File: src/rtl/joint_encoder.sv
// ---------------------------------------------------------------------------
// joint_encoder
// Quadrature encoder feedback stage for one closed-loop joint. Synchronises
// and glitch-filters the encoder lines, decodes A/B at 4x resolution into a
// signed position count, captures the position at an armed index edge, flags
// illegal (double-bit) transitions and measures velocity as the count delta
// over a fixed window.
//
// Ports
//   clk             system clock (sysclk domain)
//   rst             synchronous active-high reset
//   ENC_A/B/Z       raw asynchronous encoder channels and index
//   index_arm       level; while high the next filtered Z rise captures position
//   error_clr       one-cycle pulse clearing quad_error
//   jointFeedback   signed 32-bit position count
//   jointVelocity   signed count delta over the last completed window
//   index_position  position captured at the index edge
//   index_valid     sticky capture flag, cleared when index_arm rises
//   quad_error      sticky illegal-transition flag
// ---------------------------------------------------------------------------
module joint_encoder #(
    parameter int unsigned FILTER_LEN = 4,
    parameter int unsigned VEL_WINDOW = 50000
) (
    input  logic        clk,
    input  logic        rst,
    input  logic        ENC_A,
    input  logic        ENC_B,
    input  logic        ENC_Z,
    input  logic        index_arm,
    input  logic        error_clr,
    output logic [31:0] jointFeedback,
    output logic [31:0] jointVelocity,
    output logic [31:0] index_position,
    output logic        index_valid,
    output logic        quad_error
);

    localparam int unsigned CNT_W   = 8;
    localparam int unsigned TMR_W   = $clog2(VEL_WINDOW);
    localparam int unsigned NUM_CH  = 3;
    localparam int unsigned CH_A    = 2;
    localparam int unsigned CH_B    = 1;
    localparam int unsigned CH_Z    = 0;
    localparam logic [CNT_W-1:0] FILT_LAST = CNT_W'(FILTER_LEN - 1);
    localparam logic [TMR_W-1:0] TMR_LAST  = TMR_W'(VEL_WINDOW - 1);

    typedef enum logic {
        ST_INIT,
        ST_RUN
    } state_t;

    state_t        state_q;
    state_t        state_nxt;

    logic [NUM_CH-1:0] sync1_q;
    logic [NUM_CH-1:0] sync2_q;
    logic [NUM_CH-1:0] filt_c;

    logic [1:0]    filt_ab_c;
    logic [1:0]    prev_ab_q;
    logic [1:0]    pos_diff_c;
    logic          inc_c;
    logic          dec_c;
    logic          illegal_c;

    logic [31:0]   fb_q;
    logic [31:0]   fb_next_c;

    logic          z_prev_q;
    logic          arm_prev_q;
    logic          z_rise_c;
    logic          arm_rise_c;
    logic          capture_c;

    logic [TMR_W-1:0] tmr_q;
    logic [31:0]      snap_q;

    // Position of an {A,B} pair along the forward sequence 00->10->11->01.
    function automatic logic [1:0] ab_pos(input logic [1:0] ab);
        return {ab[0], ab[1] ^ ab[0]};
    endfunction

    // Two-flop synchroniser on A, B and Z.
    always_ff @(posedge clk) begin
        if (rst) begin
            sync1_q <= '0;
            sync2_q <= '0;
        end else begin
            sync1_q <= {ENC_A, ENC_B, ENC_Z};
            sync2_q <= sync1_q;
        end
    end

    // Per-channel stability filter. The filtered level is deliberately not
    // reset: it mirrors the physical line, so a reset while the encoder rests
    // off 00 does not fabricate an edge once the synchroniser refills.
    for (genvar i = 0; i < int'(NUM_CH); i++) begin : g_filt
        logic [CNT_W-1:0] cnt_q;
        logic             filt_q;

        always_ff @(posedge clk) begin
            if (rst) begin
                cnt_q <= '0;
            end else if ((sync2_q[i] == filt_q) || (cnt_q == FILT_LAST)) begin
                cnt_q <= '0;
            end else begin
                cnt_q <= cnt_q + CNT_W'(1);
            end
        end

        always_ff @(posedge clk) begin
            if (!rst && (sync2_q[i] != filt_q) && (cnt_q == FILT_LAST)) begin
                filt_q <= sync2_q[i];
            end
        end

        assign filt_c[i] = filt_q;
    end

    assign filt_ab_c = {filt_c[CH_A], filt_c[CH_B]};

    // Init/run sequencing register.
    always_ff @(posedge clk) begin
        if (rst) begin
            state_q <= ST_INIT;
        end else begin
            state_q <= state_nxt;
        end
    end

    // Next state and quadrature step decode; nothing counts during init.
    always_comb begin
        state_nxt  = state_q;
        inc_c      = 1'b0;
        dec_c      = 1'b0;
        illegal_c  = 1'b0;
        pos_diff_c = ab_pos(filt_ab_c) - ab_pos(prev_ab_q);
        unique case (state_q)
            ST_INIT: begin
                state_nxt = ST_RUN;
            end
            ST_RUN: begin
                case (pos_diff_c)
                    2'd1:    inc_c     = 1'b1;
                    2'd3:    dec_c     = 1'b1;
                    2'd2:    illegal_c = 1'b1;
                    default: ;
                endcase
            end
        endcase
    end

    // Count update with two's complement wrap.
    always_comb begin
        fb_next_c = fb_q;
        if (inc_c) begin
            fb_next_c = fb_q + 32'd1;
        end else if (dec_c) begin
            fb_next_c = fb_q - 32'd1;
        end
    end

    // Previous A/B sample: loaded during init, tracked every cycle after.
    always_ff @(posedge clk) begin
        if (rst) begin
            prev_ab_q <= '0;
        end else begin
            prev_ab_q <= filt_ab_c;
        end
    end

    always_ff @(posedge clk) begin
        if (rst) begin
            fb_q <= '0;
        end else begin
            fb_q <= fb_next_c;
        end
    end

    assign jointFeedback = fb_q;

    // Illegal transition beats a coincident clear.
    always_ff @(posedge clk) begin
        if (rst) begin
            quad_error <= 1'b0;
        end else if (illegal_c) begin
            quad_error <= 1'b1;
        end else if (error_clr) begin
            quad_error <= 1'b0;
        end
    end

    // Edge detectors for filtered Z and index_arm; Z edges are ignored until
    // the previous-Z register has been seeded during init.
    always_ff @(posedge clk) begin
        if (rst) begin
            z_prev_q   <= 1'b0;
            arm_prev_q <= 1'b0;
        end else begin
            z_prev_q   <= filt_c[CH_Z];
            arm_prev_q <= index_arm;
        end
    end

    assign z_rise_c   = filt_c[CH_Z] & ~z_prev_q & (state_q == ST_RUN);
    assign arm_rise_c = index_arm & ~arm_prev_q;
    // A re-arm in the same cycle as a Z edge counts as already cleared.
    assign capture_c  = z_rise_c & index_arm & (~index_valid | arm_rise_c);

    // Index capture takes the post-update count of the edge cycle.
    always_ff @(posedge clk) begin
        if (rst) begin
            index_position <= '0;
            index_valid    <= 1'b0;
        end else if (capture_c) begin
            index_position <= fb_next_c;
            index_valid    <= 1'b1;
        end else if (arm_rise_c) begin
            index_valid    <= 1'b0;
        end
    end

    // Windowed velocity: delta of the count between successive terminal counts.
    always_ff @(posedge clk) begin
        if (rst) begin
            tmr_q         <= '0;
            snap_q        <= '0;
            jointVelocity <= '0;
        end else if (tmr_q == TMR_LAST) begin
            tmr_q         <= '0;
            snap_q        <= fb_next_c;
            jointVelocity <= fb_next_c - snap_q;
        end else begin
            tmr_q         <= tmr_q + TMR_W'(1);
        end
    end

endmodule

File: config.mk
export PLATFORM = sky130hd
export DESIGN_NAME = joint_encoder
export DESIGN_NICKNAME = d
export VERILOG_FILES = /design/src/rtl/joint_encoder.sv
export SDC_FILE = /design/constraint.sdc
export NUM_CORES = 1
export LEC_CHECK = 0
export CORE_MARGIN = 2
export CORE_UTILIZATION = 46
export DETAILED_ROUTE_END_ITERATION = 8
export PLACE_DENSITY = 0.74
export SYNTH_ARGS = -nofsm -noshare
export SYNTH_HDL_FRONTEND = slang
export SYNTH_SLANG_ARGS = --single-unit
export TNS_END_PERCENT = 5
File: constraint.sdc
create_clock -name clk -period 5.1 [get_ports clk]
set_clock_uncertainty 0.2 [all_clocks]
set_input_delay 1.275 -clock clk [delete_from_list [all_inputs] [get_ports clk]]
set_output_delay 1.275 -clock clk [all_outputs]
set_load 0.02 [all_outputs]
==> results.yml <==
outcome:
  status: "complete, no violations"
die:
  dieArea_um2: 20800
  pin_count: 105
  fp-row-count: 51
  design.core.area_um2: 19300
  die_y_um: 144
  dieWidth_um: 144
  start_util_pct: 46.7
sta:
  max_freq_ghz: 0.207
  setup_viol: 0
  period_share_pct: 94.8
  slew_headroom_pct: 30.0
  slew_viol_final: 0
  tightest_slew_ns: 1.05
  hold_viol_final: 0
  period_minus_slack_ns: 4.84
  setup-tns-final_ns: 0
  whs_ns: 0.234
critical_path:
  start_kind: "flip-flop"
  regToRegEndpoint: "jointVelocity[27]$_SDFFE_PP0P_"
  reg2reg_from: "g_filt[1].filt_q$_DFFE_PP_"
  reg2reg_setup_slack_ns: 0.26
  crit_arrival_ns: 4.96
  endpoint_kind: "flip-flop"
  cp.required_ns: 5.23
  crit_type: "reg2reg"
  crit_fanout: 6
  rr_worst_depth: 17
synthesis:
  yosysTopAreaCell: "dfxtp_1"
  synthArstFlopShare_pct: 0
  seq_area_frac_synth_pct: 41.2
  syn-cell-area_um2: 9020
  ys_warn_count: 0
  synth_nets: 1154
  synth.distinct_cells: 66
  avgSynthCellArea_um2: 8.14
  synth_top_cells_by_area: "dfxtp_1 (40%), nand2_1 (6.0%), nor2_1 (5.7%), a21oi_1 (5.5%), ha_1 (5.3%)"
  synth_top_flop_cell: "dfxtp_1"
  synth-edff-count: 3
  synth_top_area_share_pct: 40.2
  synthCells: 1108
  synth-seq-cells: 184
final_layout:
  fin_nets: 1277
  fillerInstances: 1734
  mostFrequentLayoutCells: "dfxtp_1 (181), nand2_1 (145), nor2_1 (136), clkdlybuf4s50_1 (103), a21oi_1 (98)"
  multi_input_area_um2: 4960
  layout-drive-gt1-share_pct: 7.88
  seq_area_um2: 3710
  mostFrequentLayoutCell: "dfxtp_1"
  final_cells: 1509
  insertedDiodeCount: 0
  finish.utilization_pct: 57.7
  area_growth_pct: 23.7
clock_tree:
  tritoncts.num_buffers: 17
  htreeDepth: 4
  cts-root-buf: "clkbuf_16"
  cts_sinks: 184
  cts_tree: "built"
  insertion_delay_ns: 0.44
  clk_pin_slew_ns: 0.07
  clock_path_buffers: 2
pwr:
  power.net_switching_w: 0.00127
  p_comb_share_pct: 29.9
  total_power_w: 0.00398
  power.density_nw_per_um2: 356
  ir_drop_mv: 0.205
  p_clk_share_pct: 31.8
  leakagePower_nw: 4.37
  switching_share_pct: 31.9
  p_int_w: 0.00271
  seqPwrFrac_pct: 38.3
min_path:
  min_to: "sync2_q[0]$_SDFF_PP0_"
  min-delay-start: "sync1_q[0]$_SDFF_PP0_"
  min_path_cells: 1
  min_path_type: "reg2reg"
placed_design:
  place.gp.congestion: 0.958
  port_buffers: 104
  place_hpwl_mm: 17.2
  post-place-cells: 1476
global_routing:
  grt_pass1_wl_mm: 38.3
  grt_overflow: 0
  grt_use_total_pct: 23.2
  grt_pass1_vias: 7567
  antenna_found_initial: 0
  grt_max_degree: 69
route:
  drt-met1-wl_mm: 11.3
  drtPass1Iterations: 5
  topRoutingLayerUsed: "met4"
  drt-total-wl_mm: 23.5
  dr_wl_met3_mm: 1.29
  viasPerCell: 5.33
  met2_length_mm: 10.5
  final_antenna_net_count: 0
  drcViolationCount: 0
  vias: 8046
  drt_iter0_drc: 909
  routedWlPerCell_um: 15.6
job:
  cap_violations: 0
==> worst max-delay path: stages, from the launching register on <==
cell and delay (ns):
edfxtp_1 0.45, xnor2_1 0.16, ha_1 0.20, xor3_1 0.33, nor2_1 0.09, or4_4 0.55
or4_4 0.49, o21ai_2 0.09, xor2_2 0.24, ha_1 0.29, a2111oi_0 0.37, o21ai_0 0.15
o21a_1 0.16, a211o_1 0.33, o21ai_2 0.20, o21ba_2 0.16, a21oi_1 0.06, a32o_1 0.21
==> cell usage after synthesis (all sizes together), types with 5 or more instances <==
cell	n
nor2	136
clkbuf	39
inv	58
nand3	44
buf	5
a211oi	21
and2	18
nor4b	8
and3	25
o21ai	38
nor4	5
o21bai	5
xor2	49
or4	6
dfxtp	181
nor2b	12
and4	6
nand2b	11
nand4	8
a21oi	100
a21o	10
nor3	23
a31oi	9
nand2	145
xnor2	42
or3	9
ha	38
==> logic make-up after synthesis <==
group	after synthesis	synth area share (%)
AO/OA/AOI/OAI	219	14.7
XOR/XNOR	92	9.26
adder cells (fa/ha/maj)	39	5.49
buffers and inverters	103	4.38
flip-flops	184	41.2
multiplexers	4	0.444
AND/OR/NAND/NOR	467	24.5
==> flip-flops by register name (all words and copies together), names as in the netlist, 3 cells and up <==
| register | cells |
|---|---|
| index_position | 32 |
| g_filt.filt_q | 3 |
| jointVelocity | 32 |
| tmr_q | 16 |
| sync2_q | 3 |
| sync1_q | 3 |
| g_filt.cnt_q | 24 |
| jointFeedback | 32 |
| snap_q | 32 |
==> cell type report <==
cell class,count,area share (%)
multi-input combinational,821,44.5
sequential,184,33.3
timing repair buffer,148,12.3
clock buffer,22,4.16
tap,265,2.97
inverter,59,1.98
clock inverter,10,0.852
==> layer usage <==
layer	vias to the layer above	global-route usage (%)
li1	4025	-
met1	3746	32.7
met2	249	36.3
met3	26	3.81
met4	0	7.64
met5	-	0
==> power by group through the flow <==
stage,clock network (W),registers [W],logic (W)
final,0.00126,0.00152,0.00119
after floorplan,0,0.00157,0.000777
after CTS,0.00128,0.00152,0.00114
after global routing,0.00133,0.00153,0.00131
after detailed placement,0,0.00155,0.00112
after global placement,0,0.00155,0.00112
==> per-stage QoR <==
step / worst slack [ns] / area, um^2
2_1_floorplan: 0.242 / 9020
3_3_place_gp: 0.234 / 10600
3_5_place_dp: 0.0785 / 10600
4_1_cts: 0.0751 / 11100
5_1_grt: -0.0122 / 11200
6_report: 0.263 / 11200
==> repair_timing <==
action,CTS,global route
endpoints found under the setup margin,0,12
setup buffers,0,1
gates resized for setup,0,12
hold buffers,0,0
==> how the worst max path moves through the flow <==
| stage | from | endpoint | slack [ns] | cells after the start |
|---|---|---|---|---|
| after detailed placement | g_filt[1].filt_q$_DFFE_PP_ | jointVelocity[28]$_SDFFE_PP0P_ | 0.08 | 19 |
| after global placement | g_filt[1].filt_q$_DFFE_PP_ | jointVelocity[28]$_SDFFE_PP0P_ | 0.23 | 19 |
| final | g_filt[1].filt_q$_DFFE_PP_ | jointVelocity[27]$_SDFFE_PP0P_ | 0.26 | 17 |
| after floorplan | jointFeedback[3]$_SDFF_PP0_ | jointVelocity[27]$_SDFFE_PP0P_ | 0.24 | 16 |
| after global routing | g_filt[1].filt_q$_DFFE_PP_ | jointVelocity[30]$_SDFFE_PP0P_ | -0.01 | 19 |
| after CTS | g_filt[1].filt_q$_DFFE_PP_ | jointVelocity[28]$_SDFFE_PP0P_ | 0.08 | 19 |
(Power assumes the default switching activity.)
==> patch (config.mk and constraints unchanged) <==
The parameter `VEL_WINDOW` goes from 50000 to 25000.
--- a/src/rtl/joint_encoder.sv
+++ b/src/rtl/joint_encoder.sv
@@ -21,5 +21,5 @@
 module joint_encoder #(
     parameter int unsigned FILTER_LEN = 4,
-    parameter int unsigned VEL_WINDOW = 50000
+    parameter int unsigned VEL_WINDOW = 25000
 ) (
     input  logic        clk,
Formal check against the unedited RTL: same outputs for any inputs over 10 cycles, from zero or initial values and one cycle with rst high; that may be too few to reach the edited logic, so the function may still have changed.
==> patch against the unedited design <==
Wire length fell by 1.4%. Critical path depth increased by 1. Via count fell by 1.1%. Synthesized area hardly changed. Worst hold slack improved by 0.011 ns. Total power shrank 1.6%. Worst setup slack better by 0.024 ns. Largest power group unchanged. Count of clock-buffer cells in the layout down 4. Sequential cell count shrank 1. Critical endpoint is now jointVelocity[31]. Design area decreased by 1.6%.
==> patch: results (changes against the unedited design) <==
Floorplan
  – Die ar.: 20,800 um2 (about the same)

Setup path
  – Critical path's slowest cell: edfxtp_1
  – CP peak stage delay: 0.45 ns (-0.10 ns)
  – Crit path capture: jointVelocity[31]
  – Crit Path Max Fanout: 7 (+1)
  – FF-to-FF path depth: 18 (+1)

Global route
  – Largest net degree at the start of global routing: 49 (-29%)
  – Vias in the first global route: 7,350 (-2.9%)
  – First-pass GRT wire length: 37,100 um (-3.3%)
  – Overall Global Routing Usage: 22.7% (-0.60 points)

Worst hold path
  – Worst hold path type: reg2reg
  – Hold Crit Depth: 1 (unchanged)
  – Hold path startpoint: tmr_q[0]
  – WHS Endpoint: tmr_q[0]

Yosys
  – Post-Syn Nets: 1,162 (+0.69%)
  – Seq cells post-synth: 183 (-0.54%)
  – Commonest cells in the synthesized netlist: dfxtp_1 (180), nand2_1 (168), nor2_1 (127), a21oi_1 (105), inv_1 (52)
  – Post-synthesis sequential area ratio: 40.9% (-0.22 points)
  – Distinct cells, synth: 64 (-3.0%)
  – Top cells by area, synth: dfxtp_1 (40%), nand2_1 (7.0%), a21oi_1 (5.8%), nor2_1 (5.3%), ha_1 (5.3%)
  – Mapped Cells: 1,116 (+0.72%)
  – Yosys warns: 0 (unchanged)

Timing
  – Minimum hold slack: 0.245 ns (+0.0110 ns)
  – Slew @ Worst Pin: 0.700 ns (-0.350 ns)
  – Worst setup margin: 0.287 ns (+0.0244 ns)
  – Setup Viol. Count Final: 0 (unchanged)

Finish
  – Comb_multi_in: 822 (+0.12%)
  – Layout cells sized above 1: 6.54% (-1.3 points)
  – Non-clk buf share: 11.1% (-1.2 points)
  – N_diodes: 0 (unchanged)
  – Nonclk inv count: 59 (unchanged)
  – FF/Latch Area: 3690 um2 (-0.54%)
  – Non-Clock Buffer Count: 128 (-14%)
  – Fillers: 1,761 (+1.6%)
  – NumNets Final: 1,257 (-1.6%)
  – Seq/total area: 33.6% (+0.37 points)
  – CLK BUF: 18 (-18%)
  – Clock-cell share: 5.39% (+0.38 points)
  – Multi-input logic area: 4920 um2 (-0.88%)

Route
  – Drt wl/cell: 15.5 um (about the same)
  – DR pass1 iterations: 8 (+3)
  – Final WL: 23,100 um (-1.4%)
  – Via density: 5.34 (+0.18%)
  – Starting DRT DRC Count: 614 (-32%)

Placed design
  – Dpl cell area: 10,400 um2 (-1.8%)
  – HPWL Detailed: 16,400 um (-4.6%)
  – Placer Congestion: 0.974 (+1.6%)
  – Placed instance count: 1,457 (-1.3%)
  – Worst slack, placed: 0.211 ns (+0.133 ns)

Power and ir drop
  – Clock network fraction of total power: 34.2% (+2.4 points)
  – Power density over cell area: 356 nW/um2 (about the same)
  – P_leak: 0.00421 uW (-3.6%)
  – Worst VDD drop: 0.200 mV (-2.2%)
  – Combinational power: 1060 uW (-11%)
  – Sw Ratio: 31.9% (-0.051 points)

Run status
  – Outcome: finished clean

Clocking
  – Setup Fix Bufs, Post-CTS: 0 (unchanged)
==> patch: cell count changes after synthesis, sizes merged, moves of 5 or more <==
cell and delta:
nand2 +23, nand3 -8, clkbuf +7, nor2 -6, xnor2 +6, a21oi +5, nand4 +5
==> patch: kinds of logic (layout without fill, tap and decap cells) <==
group | Yosys count | in the layout | synth area share (%)
compound gates | 222 | 222 | 14.9
flops | 183 | 183 | 40.9
buf+inv | 111 | 219 | 4.83
fa+ha+maj | 39 | 39 | 5.49
mux | 1 | 1 | 0.111
xor+xnor | 95 | 95 | 9.46
simple gates | 465 | 465 | 24.3
==> patch: routing by layer <==
metal  vias to the layer above  track usage, %  routed length [um]
li1                       3989               -                   -
met1                      3715            30.7               10800
met2                       220            36.7               10600
met3                        30            4.40                1290
met4                         0            6.76                 473
met5                         -               0                   0
